File: src/rtl/cordic_pkg.sv
// Shared constants and types for the CORDIC sine/cosine sequencer.
// All angles and vector components are signed Q2.30.
package cordic_pkg;

    localparam int unsigned Q_W = 32;

    localparam logic [Q_W-1:0] CORDIC_K     = 32'h26DD3B6A;
    localparam logic [Q_W-1:0] HALF_PI      = 32'h6487ED51;
    localparam logic [Q_W-1:0] NEG_HALF_PI  = 32'h9B7812AF;

    // atan(2^-i) in Q2.30, rounded to nearest
    localparam logic [Q_W-1:0] ATAN_LUT [0:31] = '{
        32'h3243F6A9, 32'h1DAC6705, 32'h0FADBAFD, 32'h07F56EA7,
        32'h03FEAB77, 32'h01FFD55C, 32'h00FFFAAB, 32'h007FFF55,
        32'h003FFFEB, 32'h001FFFFD, 32'h00100000, 32'h00080000,
        32'h00040000, 32'h00020000, 32'h00010000, 32'h00008000,
        32'h00004000, 32'h00002000, 32'h00001000, 32'h00000800,
        32'h00000400, 32'h00000200, 32'h00000100, 32'h00000080,
        32'h00000040, 32'h00000020, 32'h00000010, 32'h00000008,
        32'h00000004, 32'h00000002, 32'h00000001, 32'h00000000
    };

    typedef enum logic [1:0] {
        StIdle    = 2'd0,
        StRun     = 2'd1,
        StCapture = 2'd2,
        StDone    = 2'd3
    } state_e;

    typedef struct packed {
        logic           sat;
        logic [Q_W-1:0] angle;
    } sat_angle_t;

    function automatic sat_angle_t saturate_angle(input logic [Q_W-1:0] a);
        sat_angle_t r;
        r.sat   = 1'b1;
        r.angle = a;
        if ($signed(a) > $signed(HALF_PI)) begin
            r.angle = HALF_PI;
        end else if ($signed(a) < $signed(NEG_HALF_PI)) begin
            r.angle = NEG_HALF_PI;
        end else begin
            r.sat = 1'b0;
        end
        return r;
    endfunction

endpackage

File: src/rtl/cordic_sequencer_if.sv
// Request/result handshake bundle between angle producers, the sequencer
// and result consumers.
interface cordic_sequencer_if;
    import cordic_pkg::*;

    logic           in_valid;
    logic           in_ready;
    logic [Q_W-1:0] in_angle;
    logic           out_valid;
    logic           out_ready;
    logic [Q_W-1:0] out_cos;
    logic [Q_W-1:0] out_sin;
    logic           out_sat;
    logic           busy;

    modport master (
        output in_valid, in_angle, out_ready,
        input  in_ready, out_valid, out_cos, out_sin, out_sat, busy
    );

    modport slave (
        input  in_valid, in_angle, out_ready,
        output in_ready, out_valid, out_cos, out_sin, out_sat, busy
    );

endinterface

File: src/rtl/cordic_atan_rom.sv
// Combinational iteration-index to arctangent-constant lookup.
module cordic_atan_rom
    import cordic_pkg::*;
(
    input  logic [4:0]     i_idx,
    output logic [Q_W-1:0] o_atan
);

    assign o_atan = ATAN_LUT[i_idx];

endmodule

File: src/rtl/cordic_update.sv
// Single CORDIC micro-rotation stage with registered outputs and no reset.
// Rotation sense leaves y holding the negated sine.
module cordic_update
    import cordic_pkg::*;
(
    input  logic                  clk,
    input  logic signed [Q_W-1:0] x,
    input  logic signed [Q_W-1:0] y,
    input  logic signed [Q_W-1:0] currentAngle,
    input  logic signed [Q_W-1:0] wantedAngle,
    input  logic [4:0]            iterate,
    input  logic [Q_W-1:0]        atan,
    output logic signed [Q_W-1:0] nx,
    output logic signed [Q_W-1:0] ny,
    output logic signed [Q_W-1:0] nangle
);

    logic                  w_dir_pos;
    logic signed [Q_W-1:0] w_x_sh;
    logic signed [Q_W-1:0] w_y_sh;

    assign w_dir_pos = (wantedAngle >= currentAngle);
    assign w_x_sh    = x >>> iterate;
    assign w_y_sh    = y >>> iterate;

    always_ff @(posedge clk) begin
        if (w_dir_pos) begin
            nx     <= x + w_y_sh;
            ny     <= y - w_x_sh;
            nangle <= currentAngle + $signed(atan);
        end else begin
            nx     <= x - w_y_sh;
            ny     <= y + w_x_sh;
            nangle <= currentAngle - $signed(atan);
        end
    end

endmodule

File: src/rtl/cordic_sequencer.sv
// Iterative cos/sin controller: one request at a time is rotated through a
// single cordic_update stage for ITER cycles, then the vector is latched.
module cordic_sequencer
    import cordic_pkg::*;
#(
    parameter int unsigned ITER = 24
) (
    input  logic                     clk,
    input  logic                     rst,
    cordic_sequencer_if.slave        bus
);

    localparam logic [4:0] LAST_ITER = 5'(ITER - 1);

    state_e         r_state;
    logic [4:0]     r_iter;
    logic [Q_W-1:0] r_angle;
    logic           r_sat_q;
    logic [Q_W-1:0] r_cos;
    logic [Q_W-1:0] r_sin;
    logic           r_out_sat;

    logic [Q_W-1:0] w_atan;
    logic [Q_W-1:0] w_stage_x;
    logic [Q_W-1:0] w_stage_y;
    logic [Q_W-1:0] w_stage_ang;
    logic [Q_W-1:0] w_nx;
    logic [Q_W-1:0] w_ny;
    logic [Q_W-1:0] w_nangle;
    sat_angle_t     w_sat;
    logic           w_accept;

    assign w_sat    = saturate_angle(bus.in_angle);
    assign w_accept = bus.in_valid && bus.in_ready;

    // Iteration 0 seeds the stage with the pre-scaled unit vector
    assign w_stage_x   = (r_iter == 5'd0) ? CORDIC_K : w_nx;
    assign w_stage_y   = (r_iter == 5'd0) ? '0       : w_ny;
    assign w_stage_ang = (r_iter == 5'd0) ? '0       : w_nangle;

    cordic_atan_rom u_atan_rom (
        .i_idx  (r_iter),
        .o_atan (w_atan)
    );

    cordic_update u_update (
        .clk          (clk),
        .x            (w_stage_x),
        .y            (w_stage_y),
        .currentAngle (w_stage_ang),
        .wantedAngle  (r_angle),
        .iterate      (r_iter),
        .atan         (w_atan),
        .nx           (w_nx),
        .ny           (w_ny),
        .nangle       (w_nangle)
    );

    always_ff @(posedge clk or posedge rst) begin
        if (rst) begin
            r_state   <= StIdle;
            r_iter    <= '0;
            r_angle   <= '0;
            r_sat_q   <= 1'b0;
            r_cos     <= '0;
            r_sin     <= '0;
            r_out_sat <= 1'b0;
        end else begin
            unique case (r_state)
                StIdle: begin
                    if (w_accept) begin
                        r_angle <= w_sat.angle;
                        r_sat_q <= w_sat.sat;
                        r_iter  <= '0;
                        r_state <= StRun;
                    end
                end
                StRun: begin
                    if (r_iter == LAST_ITER) begin
                        r_state <= StCapture;
                    end else begin
                        r_iter <= r_iter + 5'd1;
                    end
                end
                StCapture: begin
                    r_cos     <= w_nx;
                    r_sin     <= -w_ny;
                    r_out_sat <= r_sat_q;
                    r_iter    <= '0;
                    r_state   <= StDone;
                end
                StDone: begin
                    if (bus.out_ready) begin
                        r_state <= StIdle;
                    end
                end
                default: r_state <= StIdle;
            endcase
        end
    end

    assign bus.in_ready  = (r_state == StIdle) && !rst;
    assign bus.busy      = (r_state != StIdle);
    assign bus.out_valid = (r_state == StDone);
    assign bus.out_cos   = r_cos;
    assign bus.out_sin   = r_sin;
    assign bus.out_sat   = r_out_sat;

endmodule

File: src/flat_wrapper.sv
// flat-port wrapper written by rule: the top's interface ports become plain ports
module cordic_sequencer_flat import cordic_pkg::*;
#(
    parameter int unsigned ITER = 24
)
  (clk, rst, bus_in_valid, bus_in_angle, bus_out_ready, bus_in_ready, bus_out_valid, bus_out_cos, bus_out_sin, bus_out_sat, bus_busy);
  cordic_sequencer_if bus_i ();
  input  logic clk;
  input  logic rst;
  input wire logic [$bits(bus_i.in_valid)-1:0] bus_in_valid;
  input wire logic [$bits(bus_i.in_angle)-1:0] bus_in_angle;
  input wire logic [$bits(bus_i.out_ready)-1:0] bus_out_ready;
  output wire logic [$bits(bus_i.in_ready)-1:0] bus_in_ready;
  output wire logic [$bits(bus_i.out_valid)-1:0] bus_out_valid;
  output wire logic [$bits(bus_i.out_cos)-1:0] bus_out_cos;
  output wire logic [$bits(bus_i.out_sin)-1:0] bus_out_sin;
  output wire logic [$bits(bus_i.out_sat)-1:0] bus_out_sat;
  output wire logic [$bits(bus_i.busy)-1:0] bus_busy;
  assign bus_i.in_valid = bus_in_valid;
  assign bus_i.in_angle = bus_in_angle;
  assign bus_i.out_ready = bus_out_ready;
  assign bus_in_ready = bus_i.in_ready;
  assign bus_out_valid = bus_i.out_valid;
  assign bus_out_cos = bus_i.out_cos;
  assign bus_out_sin = bus_i.out_sin;
  assign bus_out_sat = bus_i.out_sat;
  assign bus_busy = bus_i.busy;
  cordic_sequencer #(.ITER(ITER)) u_core (.clk(clk), .rst(rst), .bus(bus_i));
endmodule
File: config.mk
export PLATFORM = sky130hd
export DESIGN_NAME = cordic_sequencer_flat
export DESIGN_NICKNAME = d
export VERILOG_FILES = /design/src/rtl/cordic_pkg.sv /design/src/rtl/cordic_sequencer_if.sv /design/src/rtl/cordic_atan_rom.sv /design/src/rtl/cordic_update.sv /design/src/rtl/cordic_sequencer.sv /design/src/flat_wrapper.sv
export SDC_FILE = /design/constraint.sdc
export NUM_CORES = 1
export LEC_CHECK = 0
export BUFFER_PORTS_ARGS = -buffer_cell sky130_fd_sc_hd__buf_2
export CAP_MARGIN = 15
export CORE_ASPECT_RATIO = 1.1
export CORE_MARGIN = 2
export CORE_UTILIZATION = 64
export DETAILED_ROUTE_END_ITERATION = 12
export HOLD_SLACK_MARGIN = 0.05
export PLACE_DENSITY = 0.83
export SLEW_MARGIN = 20
export SYNTH_ARGS = -nofsm -noshare
export SYNTH_HDL_FRONTEND = slang
export SYNTH_SLANG_ARGS = --single-unit
File: constraint.sdc
create_clock -name clk -period 11.6 [get_ports clk]
set_input_delay 1.16 -clock clk [delete_from_list [all_inputs] [get_ports clk]]
set_output_delay 1.16 -clock clk [all_outputs]
set_load 0.02 [all_outputs]
Word level (Yosys, flattened, before mapping) --
Memories as Yosys holds them, arrays and structs flattened. Cells that the tools add are included.
Cells by class: add/sub/neg operators 8, eq/ne operators 8, shifts and indexed selects 2, mux-type cells 19, reduce and logical (&&, ||, !) cells 10, order comparisons 4, bitwise gates (word level) 1
Operators by type and width (number):
- 2-to-1 mux 32 bit | 10
- adder 32 bit | 3
- subtractor 32 bit | 3
- >>> shifter 32 x 5 -> 32 bit | 2
- greater-or-equal comparator 32 bit | 1
- > comparator 32 bit (second input constant) | 1
- < comparator 32 bit (second input constant) | 1
- negation 32 bit | 1
- one-hot mux 5 bit (3 select lines) | 1
- 2-to-1 mux 5 bit | 2
- one-hot mux 2 bit (4 select lines) | 1
- greater-or-equal comparator 6 bit (second input constant) | 1
- 2-to-1 mux 2 bit | 3
- NOT 5 -> 6 bit | 1
- AND reduction 3 bit | 2
- adder 5 x 1 -> 5 bit (second input constant) | 1
- equality test 5 bit (second input constant) | 1
- zero test 5 bit | 1
- equality test 2 bit (second input constant) | 2
- inequality test 2 x 1 -> 1 bit (second input constant) | 2
- inequality test 2 bit (second input constant) | 2
- nonzero test 3 bit | 1
- equality test 2 x 1 -> 1 bit (second input constant) | 1
- logical AND 1 bit | 2
- other kinds (5) | 6
Word-level totals: memories 1, output and inout bits 68, bits in read-only memories 1024, input bits 36, bits in registers 201
Memory list:
- (no name shown) | depth 32, bits a word 32, rd ports 1, clocked after Yosys merged registers in 0, write ports 0, RTL line cordic_atan_rom.sv:9 | assign o_atan = ATAN_LUT[i_idx];

Depth between registers and ports, before layout --
Gate-level depths: netlist (run 1).
depth after elaboration 6, depth in mapped cells 40, mapped depth without buffers 28

By module --
From an unflattened synthesis (run 1), not the netlist that was laid out.
Second synthesis, totals: cell total of the unflattened synthesis 2248, area total of the unflattened synthesis 20209.4 um^2
Modules (own cells, without submodules):
- cordic_update | cells an instance 1575, area each 13624.3 um^2, times used 1
- cordic_sequencer | cells an instance 546, area each 5778.0 um^2, times used 1
- cordic_atan_rom | cells an instance 127, area each 807.0 um^2, times used 1

Worst setup path before layout (run 1) --
OpenSTA, ideal clock, no wires.
path type flip-flop to flip-flop, start reg u_core.r_iter[0], end reg u_core.u_update.ny[31], data arrival time 8.354 ns, setup slack 3.123 ns, cell stages (with the launch flop) 41, required time 11.478 ns, clock period less this slack 8.477 ns, path buffers 12, cells stage by stage dfrtp_1 -> buf_2 -> buf_4 -> inv_1 -> buf_2 -> buf_1 -> ha_1 -> or4b_4 -> buf_6 -> buf_6 -> buf_2 -> clkbuf_1 -> clkbuf_1 -> clkbuf_1 -> nand2_1 -> ha_1 -> a21o_1 -> a21o_1 -> [5 not listed] -> mux2_2 -> clkbuf_1 -> clkbuf_1 -> nand2_1 -> o21a_1 -> inv_1 -> ha_1 -> nor2b_1 -> o21ai_0 -> a21boi_0 -> o31a_1 -> a2111oi_0 -> nor2_1 -> a221o_1 -> o21a_1 -> a41oi_1 -> o21ai_0 -> xnor2_1
Between the ends: cells in the longest elaborated chain, start to end 5, elaborated cells between the ends (all ways) 9
RTL lines:
- start: declaration | RTL line cordic_sequencer.sv:16 | logic [4:0] r_iter;
- start signal: assignment | RTL line cordic_sequencer.sv:82 | r_iter <= r_iter + 5'd1;
- zero test 5 bit | RTL line cordic_sequencer.sv:37, cordic_sequencer.sv:38, cordic_sequencer.sv:39
- 2-to-1 mux 32 bit | RTL line cordic_sequencer.sv:37 | assign w_stage_x = (r_iter == 5'd0) ? CORDIC_K : w_nx;
- >>> shifter 32 x 5 -> 32 bit | RTL line cordic_update.sv:23 | assign w_x_sh = x >>> iterate;
- adder 32 bit or subtractor 32 bit (tied branches) | RTL line cordic_update.sv:33, cordic_update.sv:29
- 2-to-1 mux 32 bit * | RTL line cordic_update.sv:27 | if (w_dir_pos) begin
- end signal: assignment | RTL line cordic_update.sv:29 | ny <= y - w_x_sh;
- end signal: assignment | RTL line cordic_update.sv:33 | ny <= y + w_x_sh;
- end: declaration | RTL line cordic_update.sv:14 | output logic signed [Q_W-1:0] ny,
Every way passes the cells marked *; elsewhere a longest branch is shown, timed or not. A chain may end at the register's enable or synchronous reset.

Final worst setup path (run 1) --
start reg u_core.r_iter[1], end reg u_core.u_update.ny[31]
Same word-level chain as after synthesis.

==> results.json, run 1 <==
{
  "rsz0062_at_grt": "false",
  "critPathLaunch": "u_core.r_iter[1]",
  "drc": 0,
  "worstSetupStartpointType": "flip-flop",
  "yosysTopAreaCellShare": 0.136,
  "syn_area_sq_um": 19300,
  "endpoint": "u_core.u_update.ny[31]",
  "io_pins": 104,
  "place_hpwl_um": 46700,
  "path_clk_slew_ns": 0.07,
  "grt_start_max_net_pins": 84,
  "fin_skew_ns": 0.0351,
  "floorplan.die_area_sq_um": 31600,
  "cpMaxStageDelayCell": "or4b_4",
  "r2r_end": "u_core.u_update.ny[31]",
  "min_period_ns": 9.40,
  "crit_top_cell": "a21o_1",
  "portBuffers": 103,
  "grt_pass1_vias": 18182,
  "path_class": "flip-flop to flip-flop",
  "timing.fmax_mhz": 106,
  "cts.sinks": 201,
  "netlist_instances": 2355,
  "tns_ns": 0,
  "synth_top_cell_by_area": "dfrtp_1",
  "yosysUniqueCellTypes": 99,
  "layout_commonest_cell": "nand2_1",
  "synthToLayoutAreaGrowth_pct": 6.80,
  "initialDrtViolationCount": 2134,
  "num_antenna_cells": 0,
  "dr.pass1.iters": 6,
  "rr_worst_depth": 28,
  "status": "finished clean",
  "worstPathMaxFanout": 83,
  "cts_hold_buf": 0,
  "rrSetupSlack_ns": 2.20,
  "synth.yosys.warnings": 0,
  "dpl_cell_area_sq_um": 19900,
  "postLayoutCellArea_sq_um": 20700,
  "clock_latency_ns": 0.58,
  "cts_tree": "built",
  "finalCritPeriodShare": 0.810,
  "cp-end-kind": "flip-flop",
  "slew_violations": 0,
  "setup_ws_ns": 2.20,
  "vias": 18780,
  "synthTopCellsByArea": "dfrtp_1 (14%), dfxtp_1 (9.9%), ha_1 (9.6%)",
  "layout.nets": 2552,
  "overflow": 0,
  "worstPathArrival_ns": 9.85,
  "synth-async-reset-ratio": 0.522,
  "drtAntennaViolNets": 0,
  "synth_nets": 2542,
  "postCtsSetupRepairBufs": 0,
  "antenna_found_initial": 0,
  "seq_area_frac_synth": 0.235,
  "slew_headroom": 0.235,
  "track_usage": 0.387,
  "num_rows": 66,
  "maxCapViolCount": 0,
  "synth_edf_count": 0,
  "synth_flop_cell": "dfrtp_1",
  "post_drt_wl_per_cell_um": 22.8,
  "fin_hold_ws_ns": 0.497,
  "hold_viol": 0,
  "cts_buffer_depth": 3,
  "tightest_slew_ns": 1.14,
  "avgSynthCellArea_sq_um": 8.21,
  "ys_ff_latch": 201,
  "die_x_um": 170,
  "final_cell_mix": "nand2_1 (185), nor2_1 (173), a21oi_1 (161), o21ai_0 (159), ha_1 (147)",
  "cts-htree-levels": 1,
  "vias_per_cell": 6.82,
  "hp-class": "flip-flop to flip-flop",
  "grt_pass1_wl_um": 98100,
  "required_ns": 12.05,
  "fp.coreArea_sq_um": 29600,
  "dp_slack_ns": 2.40,
  "place_congestion": 1.09,
  "drive_gt1_frac": 0.138,
  "wirelength_um": 62700,
  "r2r-start": "u_core.r_iter[1]",
  "cts-buffers-inserted": 24,
  "die_h_um": 186,
  "post_cts_resized": 0,
  "cts_root_buffer": "clkbuf_16",
  "cpPeakStageDelay_ns": 0.87,
  "final-setup-viol-count": 0,
  "initial_core_util": 0.652
}
-- how the worst min path moves through the flow --
stage                           startpoint                      to  cells past startpoint
global route         u_core.bus.out_cos[9]   u_core.bus.out_cos[9]                      1
CTS                  u_core.bus.out_cos[0]   u_core.bus.out_cos[0]                      1
detailed placement   u_core.bus.out_cos[0]   u_core.bus.out_cos[0]                      1
floorplan               u_core.r_angle[12]      u_core.r_angle[12]                      2
global placement    u_core.bus.out_cos[20]  u_core.bus.out_cos[20]                      1
finish               u_core.bus.out_cos[5]   u_core.bus.out_cos[5]                      1
-- flip-flops by register name (all words and copies together) (netlist names) --
register,flops
u_core.bus.out_cos,32
u_core.bus.out_sat,1
u_core.bus.out_sin,32
u_core.r_angle,32
u_core.r_iter,5
u_core.r_sat_q,1
u_core.r_state,2
u_core.u_update.nangle,32
u_core.u_update.nx,32
u_core.u_update.ny,32
-- area by class of cell --
type | count | area (sq um)
Sequential cell | 201 | 4560
Clock inverter | 5 | 100
Fill cell | 2402 | 8990
Clock buffer | 37 | 689
Multi-Input combinational cell | 1900 | 13700
Inverter | 114 | 430
Timing Repair Buffer | 124 | 671
Tap cell | 374 | 468
-- critical path, delay by kind of cell (launching register included) --
kind                     cells  cell delay, ns
flip-flops                   1            0.70
adder cells (fa/ha/maj)      3            1.22
AND/OR/NAND/NOR              6            1.98
multiplexers                 1            0.74
AO/OA/AOI/OAI               14            3.28
buffers and inverters        2            0.93
XOR/XNOR                     2            0.28
-- Yosys cell counts (14+ instances only) --
| cell type | number |
|---|---|
| nand2_1 | 185 |
| nand4_1 | 21 |
| o211ai_1 | 15 |
| xor2_1 | 55 |
| ha_1 | 148 |
| nand2b_1 | 32 |
| nor3_1 | 70 |
| o21a_1 | 23 |
| and2_1 | 46 |
| a21o_1 | 53 |
| o21bai_1 | 16 |
| clkbuf_1 | 77 |
| a221oi_1 | 14 |
| dfrtp_1 | 105 |
| a31oi_1 | 43 |
| mux2_2 | 84 |
| nor4_1 | 23 |
| a21oi_1 | 161 |
| and3_1 | 17 |
| o22a_1 | 18 |
| o22ai_1 | 17 |
| nand3_1 | 48 |
| xnor2_1 | 146 |
| o31ai_1 | 23 |
| buf_1 | 21 |
| mux4_2 | 33 |
| a211oi_1 | 17 |
| mux2i_1 | 27 |
| inv_1 | 110 |
| nor2_1 | 174 |
| o21ai_0 | 159 |
| buf_2 | 27 |
| dfxtp_1 | 96 |
| nor2b_1 | 34 |
-- metal layers --
metal,vias up,global-route usage,part of all wire
met5,-,0,0
li1,8638,-,-
met2,979,0.633,0.47
met4,0,0.221,0.063
met1,8907,0.482,0.39
met3,256,0.0643,0.084
-- cells by family after synthesis --
| family | after synthesis | share of synthesized area |
|---|---|---|
| AND/OR/NAND/NOR | 715 | 0.184 |
| AO/OA/AOI/OAI | 689 | 0.234 |
| buffers and inverters | 254 | 0.0563 |
| XOR/XNOR | 201 | 0.0910 |
| flip-flops | 201 | 0.235 |
| adder cells (fa/ha/maj) | 151 | 0.0988 |
| multiplexers | 144 | 0.101 |
-- stage by stage --
| stage | utilization | cells |
|---|---|---|
| finish | 0.697 | 2755 |
| detailed placement | 0.670 | 2712 |
| CTS | 0.697 | 2754 |
| global route | 0.697 | 2755 |
| global placement | 0.670 | 2712 |
| floorplan | - | 2355 |
Power of run 1 is not shown: default switching activity piles up to over one toggle a cycle in this logic, so the estimate is an artifact.
==> run 2, diff against run 1 <==
--- a/config.mk
+++ b/config.mk
@@ -5,14 +5,15 @@
 export SDC_FILE = /design/constraint.sdc
 export NUM_CORES = 1
 export LEC_CHECK = 0
+export ABC_AREA = 1
 export BUFFER_PORTS_ARGS = -buffer_cell sky130_fd_sc_hd__buf_2
 export CAP_MARGIN = 15
 export CORE_ASPECT_RATIO = 1.1
 export CORE_MARGIN = 2
-export CORE_UTILIZATION = 64
+export CORE_UTILIZATION = 58
 export DETAILED_ROUTE_END_ITERATION = 12
 export HOLD_SLACK_MARGIN = 0.05
-export PLACE_DENSITY = 0.83
+export PLACE_DENSITY = 0.79
 export SLEW_MARGIN = 20
 export SYNTH_ARGS = -nofsm -noshare
 export SYNTH_HDL_FRONTEND = slang
==> constraint.sdc (replaced) <==
create_clock -name clk -period 8.4 [get_ports clk]
set_input_delay 0.84 -clock clk [delete_from_list [all_inputs] [get_ports clk]]
set_output_delay 0.84 -clock clk [all_outputs]
set_load 0.02 [all_outputs]
==> run 2 against run 1 <==
Design area is 4.5% higher. Flip-flop and latch count unchanged. Non-clock buffer count up 2. Register-to-register slack worse by 0.86 ns. First-iteration DRC count shrank 8.5%. Utilization is 6.6 points lower. Worst setup slack got worse by 0.86 ns.
==> results.json, run 2 <==
{
  "status": "finished clean",
  "num-fill-cells": 3313,
  "cpLargestDelayFamily": "simple AND/OR/NAND/NOR gates",
  "yosysTopAreaCellShare": 0.178,
  "cts_tree": "built",
  "clock_latency_ns": 0.55,
  "drc": 0,
  "final-setup-viol-count": 0,
  "antenna_found_initial": 1,
  "post_drt_wl_per_cell_um": 17.8,
  "synth_flop_cell": "dfrtp_1",
  "fp.coreArea_sq_um": 34200,
  "cts-buffers-inserted": 24,
  "hp-class": "primary input to asynchronous set/reset pin",
  "io_pins": 104,
  "netlist_instances": 3265,
  "finalCritPeriodShare": 0.841,
  "timing.fmax_mhz": 142,
  "fin_hold_ws_ns": 0.380,
  "cts.sinks": 201,
  "cpPeakStageDelay_ns": 0.63,
  "synth_edf_count": 0,
  "synth_most_common_cell": "nand2_1",
  "path_clk_slew_ns": 0.06,
  "layout_commonest_cell": "nand2_1",
  "yosysUniqueCellTypes": 54,
  "synth.yosys.warnings": 0,
  "cts-htree-levels": 1,
  "grt_pass1_wl_um": 106000,
  "postCtsSetupRepairBufs": 0,
  "dr.pass1.iters": 6,
  "synth_nets": 3452,
  "place_hpwl_um": 52400,
  "syn_area_sq_um": 20100,
  "die_x_um": 182,
  "die_h_um": 199,
  "worstPathMaxFanout": 31,
  "seq_area_frac_synth": 0.226,
  "fin_skew_ns": 0.0176,
  "num_antenna_cells": 0,
  "ys_ff_latch": 201,
  "crit_top_cell": "nand2_1",
  "synth-async-reset-ratio": 0.522,
  "crit_buf_inv": 5,
  "floorplan.die_area_sq_um": 36200,
  "hold_viol": 0,
  "num_rows": 71,
  "tns_ns": 0,
  "slew_headroom": 0.340,
  "maxCapViolCount": 0,
  "grt_pass1_vias": 20846,
  "path_class": "flip-flop to flip-flop",
  "post_cts_resized": 0,
  "initial_core_util": 0.588,
  "required_ns": 8.83,
  "synth_top_cell_by_area": "nand2_1",
  "tightest_slew_ns": 0.977,
  "overflow": 0,
  "vias_per_cell": 5.88,
  "grt_start_max_net_pins": 122,
  "synthTopCellsByArea": "nand2_1 (18%), dfrtp_1 (13%), nand3_1 (12%)",
  "vias": 22015,
  "min_period_ns": 7.06,
  "cp-end-kind": "flip-flop",
  "drive_gt1_frac": 0.0693,
  "avgSynthCellArea_sq_um": 6.16,
  "rsz0062_at_grt": "false",
  "initialDrtViolationCount": 1953,
  "synthTopCellsByCount": "nand2_1 (954), nand3_1 (471), inv_1 (353), nor2_1 (234), a21oi_1 (170)",
  "worstPathArrival_ns": 7.49,
  "track_usage": 0.364,
  "fin_util": 0.631,
  "wirelength_um": 66800,
  "cts_root_buffer": "clkbuf_16",
  "synthToLayoutAreaGrowth_pct": 7.29,
  "cts_buffer_depth": 3,
  "final_cell_mix": "nand2_1 (954), nand3_1 (471), inv_1 (350), nor2_1 (234), a21oi_1 (170)",
  "layout.nets": 3475,
  "portBuffers": 103,
  "place_congestion": 0.988,
  "slew_violations": 0,
  "cpMaxStageDelayCell": "a21boi_0",
  "drtAntennaViolNets": 0,
  "cts_hold_buf": 0,
  "worstSetupStartpointType": "flip-flop"
}
[run 2: final timing paths]
kind                       depth (start not counted)                      to  slack (ns)                    from
max                                               32  u_core.u_update.nx[24]        1.34        u_core.r_iter[3]
min                                                2      u_core.r_angle[23]        0.38                     rst
max reg2reg                                       32  u_core.u_update.nx[24]        1.34        u_core.r_iter[3]
min reg2reg                                        2  u_core.bus.out_cos[15]        0.46  u_core.u_update.nx[15]
max in group asynchronous                          3  u_core.bus.out_cos[26]        6.76                     rst
min in group clk                                   2  u_core.bus.out_cos[15]        0.46  u_core.u_update.nx[15]
[run 2: layout make-up]
class / instances / area, sq um / area share
inverter: 375 / 1410 / 0.0654
clock inverter: 11 / 136 / 0.00632
tap: 438 / 548 / 0.0254
timing repair buffer: 126 / 701 / 0.0325
multi-input combinational: 2560 / 13600 / 0.628
clock buffer: 32 / 672 / 0.0311
sequential: 201 / 4550 / 0.211
[run 2: worst register-to-register path: cells and delay by family, from the launching register on]
family / cells / cell delay [ns]
XOR/XNOR: 1 / 0.16
AND/OR/NAND/NOR: 16 / 2.80
adder cells (fa/ha/maj): 2 / 0.48
buffers and inverters: 5 / 1.07
AO/OA/AOI/OAI: 8 / 2.03
flip-flops: 1 / 0.41
[run 2: through the flow]
stage	instance area, sq um	setup WS [ns]	std cells
finish	21600	1.34	3743
global route	21600	0.831	3743
CTS	21600	1.49	3743
detailed placement	20800	1.57	3700
global placement	20800	1.77	3700
floorplan	20100	2.51	3265
[run 2: routing by layer]
| layer | GRT usage | share of wire | vias up |
|---|---|---|---|
| met5 | 0 | 0.00016 | - |
| met4 | 0.188 | 0.055 | 2 |
| met3 | 0.0370 | 0.066 | 205 |
| met2 | 0.643 | 0.48 | 915 |
| met1 | 0.441 | 0.40 | 10137 |
| li1 | - | - | 10756 |
[run 2: cell families after synthesis]
kind of cell               synth area share
and+or+nand+nor                       0.385
xor gates and xnor gates             0.0683
buffers and inverters                0.0998
adders and majority gates            0.0950
DFF                                   0.226
AOI/OAI and AO/OA                     0.126
Power of run 2 is left out for the same reason.
